===== config.mk =====
export PLATFORM = sky130hd
export DESIGN_NAME = retire_queue
export DESIGN_NICKNAME = d
export VERILOG_FILES = /design/src/rtl/retire_queue.sv
export SDC_FILE = /design/constraint.sdc
export NUM_CORES = 1
export LEC_CHECK = 0
export CAP_MARGIN = 20
export CORE_UTILIZATION = 65
export CTS_BUF_LIST = sky130_fd_sc_hd__clkbuf_16
export DETAILED_ROUTE_END_ITERATION = 10
export DONT_BUFFER_PORTS = 1
export PLACE_DENSITY_LB_ADDON = 0.1
export SYNTH_ARGS = -nofsm -noshare
export SYNTH_HDL_FRONTEND = slang
export SYNTH_SLANG_ARGS = --single-unit

===== constraint.sdc =====
create_clock -name clk -period 12.3 [get_ports clk]
set_clock_uncertainty 0.2 [all_clocks]
set_input_delay 3.69 -clock clk [delete_from_list [all_inputs] [get_ports clk]]
set_output_delay 3.69 -clock clk [all_outputs]
set_load 0.1 [all_outputs]

===== src/rtl/retire_queue.sv =====
// In-order retire queue: compacted multi-lane allocate, head-run retire,
// registered release strobes back to the tag freelist.
module retire_queue #(
  parameter int DEPTH = 16,
  parameter int DATA  = 4,
  parameter int ALLOC = 4,
  parameter int RET   = 4
) (
  input  logic                    clk,
  input  logic                    reset_,
  input  logic                    flush_,
  input  logic [ALLOC-1:0]        alloc_,
  input  logic [ALLOC*DATA-1:0]   alloc_d,
  input  logic [RET-1:0]          commit_,
  output logic [RET*DATA-1:0]     hd,
  output logic [RET-1:0]          hv,
  output logic [RET-1:0]          rel_we_,
  output logic [RET*DATA-1:0]     rel_wd,
  output logic                    busy,
  output logic [$clog2(DEPTH):0]  count
);

  localparam int PW = $clog2(DEPTH);
  localparam int CW = PW + 1;

  typedef logic [PW-1:0] ptr_t;
  typedef logic [CW-1:0] cnt_t;

  logic [DATA-1:0]     mem_q [DEPTH];
  ptr_t                head_q, head_d;
  ptr_t                tail_q, tail_d;
  cnt_t                count_q, count_d;
  logic [RET-1:0]      rel_we_q, rel_we_d;
  logic [RET*DATA-1:0] rel_wd_q, rel_wd_d;

  cnt_t             a_cnt;
  cnt_t             k_cnt;
  logic             run;
  logic [ALLOC-1:0] wr_en;
  ptr_t             wr_idx [ALLOC];
  logic [RET-1:0]   ret_lane;

  assign busy    = (cnt_t'(DEPTH) - count_q) < cnt_t'(ALLOC);
  assign count   = count_q;
  assign rel_we_ = rel_we_q;
  assign rel_wd  = rel_wd_q;

  always_comb begin
    hd = '0;
    hv = '0;
    for (int i = 0; i < RET; i++) begin
      hd[i*DATA +: DATA] = mem_q[head_q + ptr_t'(i)];
      hv[i] = cnt_t'(i) < count_q;
    end
  end

  // Compaction: each asserted lane takes the next free slot after tail.
  always_comb begin
    a_cnt = '0;
    wr_en = '0;
    for (int i = 0; i < ALLOC; i++) begin
      wr_idx[i] = tail_q + a_cnt[PW-1:0];
      if (!alloc_[i] && !busy && flush_) begin
        wr_en[i] = 1'b1;
        a_cnt    = a_cnt + cnt_t'(1);
      end
    end
  end

  always_comb begin
    k_cnt    = '0;
    run      = 1'b1;
    ret_lane = '0;
    for (int i = 0; i < RET; i++) begin
      if (run && !commit_[i] && (cnt_t'(i) < count_q)) begin
        ret_lane[i] = 1'b1;
        k_cnt       = k_cnt + cnt_t'(1);
      end else begin
        run = 1'b0;
      end
    end
  end

  always_comb begin
    head_d   = head_q + k_cnt[PW-1:0];
    tail_d   = tail_q + a_cnt[PW-1:0];
    count_d  = count_q + a_cnt - k_cnt;
    rel_we_d = ~ret_lane;
    rel_wd_d = hd;
    if (!flush_) begin
      head_d   = '0;
      tail_d   = '0;
      count_d  = '0;
      rel_we_d = '1;
    end
  end

  always_ff @(posedge clk or negedge reset_) begin
    if (!reset_) begin
      head_q   <= '0;
      tail_q   <= '0;
      count_q  <= '0;
      rel_we_q <= '1;
      rel_wd_q <= '0;
    end else begin
      head_q   <= head_d;
      tail_q   <= tail_d;
      count_q  <= count_d;
      rel_we_q <= rel_we_d;
      rel_wd_q <= rel_wd_d;
    end
  end

  always_ff @(posedge clk) begin
    for (int i = 0; i < ALLOC; i++) begin
      if (wr_en[i]) mem_q[wr_idx[i]] <= alloc_d[i*DATA +: DATA];
    end
  end

endmodule


==> results.py, run 1 <==
metrics = {
    "global_routing": {
        "largest_net_degree_at_the_start_of_global_routing": 70,
        "grt_antenna_before_repair": 0,
        "gr-usage-all-layers_pct": 38.46,
        "grt_pass1_vias": 6688,
        "grt_overflow_total": 0,
        "grt_pass1_wl_mm": 40.86,
    },
    "yosys": {
        "postSynthAreaPerCell_um2": 12.03,
        "synth_flop_cell": "sky130_fd_sc_hd__edfxtp_1",
        "netlist-cell-type-count": 71,
        "ys_ff_latch": 97,
        "synth_area_leader_cell": "sky130_fd_sc_hd__edfxtp_1",
        "ys_async_sr_fraction_pct": 34.02,
        "synth_top_area_share_pct": 21.13,
        "ys_top_cells_by_area": "sky130_fd_sc_hd__edfxtp_1 (21%), sky130_fd_sc_hd__mux4_2 (20%), sky130_fd_sc_hd__dfrtp_1 (8.0%)",
        "syn_area_mm2": 0.009097,
        "netlist_instances": 756,
        "yosysSeqAreaShare_pct": 30.26,
        "synth_enable_flop_cells": 64,
        "synth_fp_nets": 818,
        "count_of_synthesis_stage_warnings_from_yosys": 0,
    },
    "min_path": {
        "timing.hold.worst.class": "reg2reg",
        "hold_path.startpoint": "tail_q[0]",
    },
    "setup_path": {
        "worstSetupPathType": "in2reg",
        "worst_ep_required_time_ps": 12190,
        "crit_path_top_delay_cell": "sky130_fd_sc_hd__or4b_2",
        "cp-start-kind": "primary input",
        "worstPathArrival_ps": 7510,
        "timing.critical_path.cells": "o221ai_4 -> or2_2 -> ha_1 -> xnor2_1 -> inv_1 -> ha_1 -> inv_1 -> fa_1 -> or4b_2 -> nand4_1 -> nor2b_2 -> mux2_1",
        "rr_startpoint": "count[3]",
        "slowest_delay_ps": 710,
        "cp-end-kind": "flip-flop",
        "timing.critical_path.fanout_max": 27,
        "setup.worst_path.start": "flush_",
    },
    "place": {
        "place_worst_setup_slack_ps": 4388,
        "place.gp.congestion": 0.9580,
        "port_buffers": 0,
        "dp_hpwl_mm": 19.49,
    },
    "clock_tree": {
        "cts_root_buffer": "sky130_fd_sc_hd__clkbuf_16",
        "total_of_hold_buffers_inserted_after_clock_tree_synthesis": 0,
        "tritoncts.num_buffers": 9,
        "ctsResizeCount": 0,
        "clk-insertion-delay-late_ps": 350,
        "cts.sink_count": 97,
        "postCtsSetupBuffers": 0,
        "htreeDepth": 3,
        "clock_tree_from_tritoncts": "built",
        "clock_pin_slew_of_the_registers_on_the_worst_case_setup_and_hold_paths_ps": 70,
        "cts_buffer_depth": 2,
    },
    "sta": {
        "finalWorstSetupSlack_ps": 4678,
        "post-route-period-util_pct": 61.97,
        "rsz0062_at_grt": "false",
        "hold_ws_ps": 684.7,
        "setup_viol": 0,
        "min_period_ps": 7622,
        "pins_over_slew_limit": 0,
        "hold_viol": 0,
        "slew_headroom_pct": 24.01,
        "final.setup.tns_ps": 0,
        "fmax_mhz": 131.2,
        "worst_pin_slew_ps": 1140,
    },
    "finish": {
        "storage_element_area_mm2": 0.002756,
        "final.fill_count": 958,
        "n_antenna_cell": 0,
        "fin_nets": 785,
        "synthToLayoutAreaGrowth_pct": 4.236,
        "final_core_util_pct": 70.49,
        "post_route_cells_drive_above_1_share_pct": 23.63,
        "multi_input_comb_area_mm2": 0.006021,
    },
    "drt": {
        "num_vias": 6954,
        "first_pass_iters": 6,
        "detail_route.wirelength_mm": 26.74,
        "viasPerCell": 7.692,
        "residual_antenna_violating_net_count_after_detailed_routing": 0,
        "avgRoutedWirePerCell_um": 29.58,
        "number_of_design_rule_violations_left_after_detail_routing": 0,
        "drt_iter0_markers": 1020,
    },
    "floorplanning": {
        "initial_utilization_pct": 67.62,
        "fp.coreArea_mm2": 0.01345,
        "ioPinCount": 73,
        "chipWidth_um": 120.3,
        "die-height_um": 120.3,
        "rows": 42,
        "die_area_mm2": 0.01447,
    },
    "status": {
        "outcome": "finished, final reports clean",
    },
    "flow_run": {
        "max_cap_viol_count": 0,
    },
}
-- critical path: cells and delay by family --
kind | cells | cell delay, ps
multiplexers | 1 | 400
XOR/XNOR | 1 | 200
AND/OR/NAND/NOR | 4 | 1670
adder cells (fa/ha/maj) | 3 | 1090
buffers and inverters | 2 | 180
AO/OA/AOI/OAI | 1 | 260
-- cells in the mapped netlist, types with 6 or more instances --
cell	count
sky130_fd_sc_hd__nand3_1	14
sky130_fd_sc_hd__a2bb2oi_1	13
sky130_fd_sc_hd__edfxtp_1	64
sky130_fd_sc_hd__buf_1	7
sky130_fd_sc_hd__a21oi_1	15
sky130_fd_sc_hd__xor2_1	6
sky130_fd_sc_hd__nor2b_1	9
sky130_fd_sc_hd__a32oi_1	11
sky130_fd_sc_hd__o2bb2ai_1	7
sky130_fd_sc_hd__ha_1	27
sky130_fd_sc_hd__buf_2	6
sky130_fd_sc_hd__nand2b_1	9
sky130_fd_sc_hd__nor2_1	21
sky130_fd_sc_hd__o211ai_1	7
sky130_fd_sc_hd__clkbuf_1	30
sky130_fd_sc_hd__fa_1	8
sky130_fd_sc_hd__mux2_1	62
sky130_fd_sc_hd__o21ai_0	7
sky130_fd_sc_hd__and2_1	13
sky130_fd_sc_hd__nand2_1	66
sky130_fd_sc_hd__nand4_1	8
sky130_fd_sc_hd__xnor2_1	16
sky130_fd_sc_hd__dfrtp_1	29
sky130_fd_sc_hd__inv_1	23
sky130_fd_sc_hd__mux2_2	32
sky130_fd_sc_hd__nand2_2	6
sky130_fd_sc_hd__mux4_2	80
sky130_fd_sc_hd__mux2i_1	63
-- flip-flops by register name, summed over array words and instances, names as in the netlist --
| signal | cells |
|---|---|
| rel_we_ | 4 |
| rel_wd | 16 |
| count | 5 |
| tail_q | 4 |
| head_q | 4 |
| mem_q | 64 |
-- routing by layer --
| metal | routed length [um] | global-route usage [%] |
|---|---|---|
| met4 | 1052 | 16.05 |
| met2 | 12060 | 57.69 |
| met1 | 10550 | 53.78 |
| met5 | 0 | 0 |
| met3 | 3069 | 9.198 |
-- cell usage in the layout (no fill, tap or decap), drive strengths merged, types with 5 or more instances in the layout --
cell	count
a21oi	15
inv	29
mux2	94
xor2	6
clkbuf	11
a2bb2oi	13
and2	14
nand2	72
nand4	10
a211oi	5
o2bb2ai	7
nor2b	11
ha	27
nand2b	9
mux4	80
dfrtp	29
nand4b	5
xnor2	16
nor2	21
nor3	5
nand3b	5
mux2i	63
edfxtp	64
o21ai	9
o211ai	7
nand3	15
a32oi	11
and3	5
fa	8
-- worst paths after layout --
kind	to	slack (ps)	depth (start not counted)
worst max register to register	count[4]	5800	17
min in group asynchronous	rel_wd[0]	2830	0
max in group asynchronous	rel_we_[3]	8900	0
worst max-delay path	mem_q[13][2]	4680	12
worst min register to register	tail_q[0]	680	2
worst min-delay path	tail_q[0]	680	2
-- metrics by stage --
stage | area (um2) | instances
after global placement | 9111 | 886
after detailed placement | 9139 | 887
after CTS | 9455 | 903
after floorplan | 9097 | 756
after global routing | 9483 | 904
final | 9483 | 904
-- area by class of cell --
cell class | instances | area share (%)
Clock buffer | 11 | 2.903
Timing Repair Buffer | 4 | 0.7389
Tap cell | 176 | 2.322
Clock inverter | 5 | 0.4354
Multi-Input combinational cell | 585 | 63.49
Sequential cell | 97 | 29.07
Inverter | 26 | 1.042
-- logic make-up after synthesis --
kind of cell | synth area share [%]
DFF | 30.26
buffers and inverters | 3.562
muxes | 38.37
xor gates and xnor gates | 2.118
and+or+nand+nor | 12.30
adders and majority gates | 5.474
other | 0.08255
AOI/OAI and AO/OA | 7.840
Power of run 1 is not shown: default switching activity piles up to over one toggle a cycle in this logic, so the estimate is an artifact.
==> inputs of run 2 (changes only) <==
- clock period: 12.3 -> 7.8 ns (I/O delays scaled with it)
==> run 2 against run 1 <==
Compared with the run above: die area stayed put; cell area fell by 0.49%; cell count up 0.11%; critical path depth is 5 higher; wire length fell by 2.5%; count of clock-buffer cells in the layout shrank 2; sequential cell count is the same; critical endpoint is now count[4]; largest cell class unchanged; core utilization down 0.34 points; global-route usage fell by 0.91 points; worst hold slack worse by 9.7 ps; via count down 1.9%.
==> results.py, run 2 (synthesis results as in run 1) <==
metrics = {
    "floorplanning": {
        "ioPinCount": 73,
        "die-height_um": 120.3,
        "die_area_mm2": 0.01447,
        "chipWidth_um": 120.3,
        "rows": 42,
        "initial_utilization_pct": 67.62,
        "fp.coreArea_mm2": 0.01345,
    },
    "drt": {
        "detail_route.wirelength_mm": 26.07,
        "num_vias": 6823,
        "viasPerCell": 7.539,
        "number_of_design_rule_violations_left_after_detail_routing": 0,
        "drt_iter0_markers": 1005,
        "avgRoutedWirePerCell_um": 28.81,
        "first_pass_iters": 5,
        "residual_antenna_violating_net_count_after_detailed_routing": 0,
    },
    "sta": {
        "finalWorstSetupSlack_ps": 1269,
        "worst_pin_slew_ps": 1128,
        "pins_over_slew_limit": 0,
        "post-route-period-util_pct": 83.73,
        "fmax_mhz": 153.1,
        "min_period_ps": 6531,
        "setup_viol": 0,
        "slew_headroom_pct": 24.83,
        "hold_viol": 0,
        "rsz0062_at_grt": "false",
        "final.setup.tns_ps": 0,
    },
    "place": {
        "place_worst_setup_slack_ps": 1303,
        "numPlacedInstances": 887,
        "place.gp.congestion": 0.9216,
        "dp_hpwl_mm": 19.14,
        "port_buffers": 0,
    },
    "finish": {
        "flip_flop_count_of_the_largest_register_after_layout": 64,
        "synthToLayoutAreaGrowth_pct": 3.727,
        "fin_nets": 786,
        "final_common_cell": "sky130_fd_sc_hd__mux4_2",
        "final.fill_count": 987,
        "n_antenna_cell": 0,
        "most-common-layout-cells": "sky130_fd_sc_hd__mux4_2 (80), sky130_fd_sc_hd__nand2_1 (66), sky130_fd_sc_hd__edfxtp_1 (64), sky130_fd_sc_hd__mux2i_1 (63), sky130_fd_sc_hd__mux2_1 (62)",
        "post_route_cells_drive_above_1_share_pct": 23.32,
        "final_cells": 905,
    },
    "clock_tree": {
        "tritoncts.num_buffers": 9,
        "cts_root_buffer": "sky130_fd_sc_hd__clkbuf_16",
        "clock_pin_slew_of_the_registers_on_the_worst_case_setup_and_hold_paths_ps": 70,
        "cts_buffer_depth": 2,
        "ctsResizeCount": 0,
        "cts.sink_count": 97,
        "total_of_hold_buffers_inserted_after_clock_tree_synthesis": 0,
        "postCtsSetupBuffers": 0,
        "htreeDepth": 3,
        "clock_tree_from_tritoncts": "built",
        "clk-insertion-delay-late_ps": 340,
    },
    "status": {
        "outcome": "finished, final reports clean",
    },
    "setup_path": {
        "cp-end-kind": "flip-flop",
        "rr_startpoint": "count[3]",
        "worstPathArrival_ps": 6570,
        "worstSetupPathType": "reg2reg",
        "rr_endpoint": "count[4]",
        "reg2regPathDepth": 17,
        "worst_ep_required_time_ps": 7840,
        "setup.worst_path.start": "count[3]",
        "rrSetupSlack_ps": 1270,
        "cp-start-kind": "flip-flop",
        "timing.critical_path.fanout_max": 5,
    },
    "min_path": {
        "hold-path-cell-count": 2,
        "timing.hold.worst.class": "reg2reg",
        "hold_path_end": "tail_q[0]",
        "hold_path.startpoint": "tail_q[0]",
    },
    "global_routing": {
        "grt_pass1_wl_mm": 39.92,
        "grt_overflow_total": 0,
        "grt_pass1_vias": 6652,
        "grt_antenna_before_repair": 0,
        "largest_net_degree_at_the_start_of_global_routing": 69,
        "gr-usage-all-layers_pct": 37.55,
    },
    "flow_run": {
        "max_cap_viol_count": 0,
    },
}
[run 2: critical path, stage by stage (launching register included)]
cell	delay [ps]
sky130_fd_sc_hd__dfrtp_1	780
sky130_fd_sc_hd__nor3_1	670
sky130_fd_sc_hd__inv_1	600
sky130_fd_sc_hd__or3_1	910
sky130_fd_sc_hd__nor2b_1	340
sky130_fd_sc_hd__ha_1	240
sky130_fd_sc_hd__and2_0	230
sky130_fd_sc_hd__xor2_1	180
sky130_fd_sc_hd__ha_1	280
sky130_fd_sc_hd__o21ai_0	170
sky130_fd_sc_hd__nand2_1	90
sky130_fd_sc_hd__nand2_1	150
sky130_fd_sc_hd__fa_1	480
sky130_fd_sc_hd__fa_1	470
sky130_fd_sc_hd__a21o_1	190
sky130_fd_sc_hd__a21oi_1	180
sky130_fd_sc_hd__xnor2_1	90
sky130_fd_sc_hd__and2_1	160
[run 2: layout make-up]
cell class | count | area [um2] | share of cell area (%)
Clock inverter | 7 | 37.54 | 0.3978
Clock buffer | 9 | 225.2 | 2.387
Sequential cell | 97 | 2756 | 29.21
Timing Repair Buffer | 5 | 77.57 | 0.8221
Inverter | 26 | 98.84 | 1.047
Tap cell | 176 | 220.2 | 2.334
Multi-Input combinational cell | 585 | 6021 | 63.80
[run 2: stage by stage]
stage | hold slack (ps) | cell area (um2) | utilization [%]
after global placement | 629.4 | 9119 | 67.78
after detailed placement | 643.5 | 9119 | 67.78
after CTS | 662.9 | 9382 | 69.74
after floorplan | 407.3 | 9097 | -
after global routing | 692.6 | 9437 | 70.15
final | 675.0 | 9437 | 70.15
[run 2: worst max-delay path by stage]
stage,endpoint,depth (start not counted)
after floorplan,count[4],16
after global placement,mem_q[5][1],12
after detailed placement,mem_q[13][3],12
after CTS,count[4],17
after global routing,count[4],17
final,count[4],17
[run 2: metal layers]
layer / up-vias / wire length (um) / global-route usage, %
met2: 523 / 11610 / 56.21
met1: 3324 / 10060 / 51.77
li1: 2898 / - / -
met3: 78 / 3236 / 9.481
met4: 0 / 1167 / 17.05
met5: - / 0 / 0
Power of run 2 is left out for the same reason.
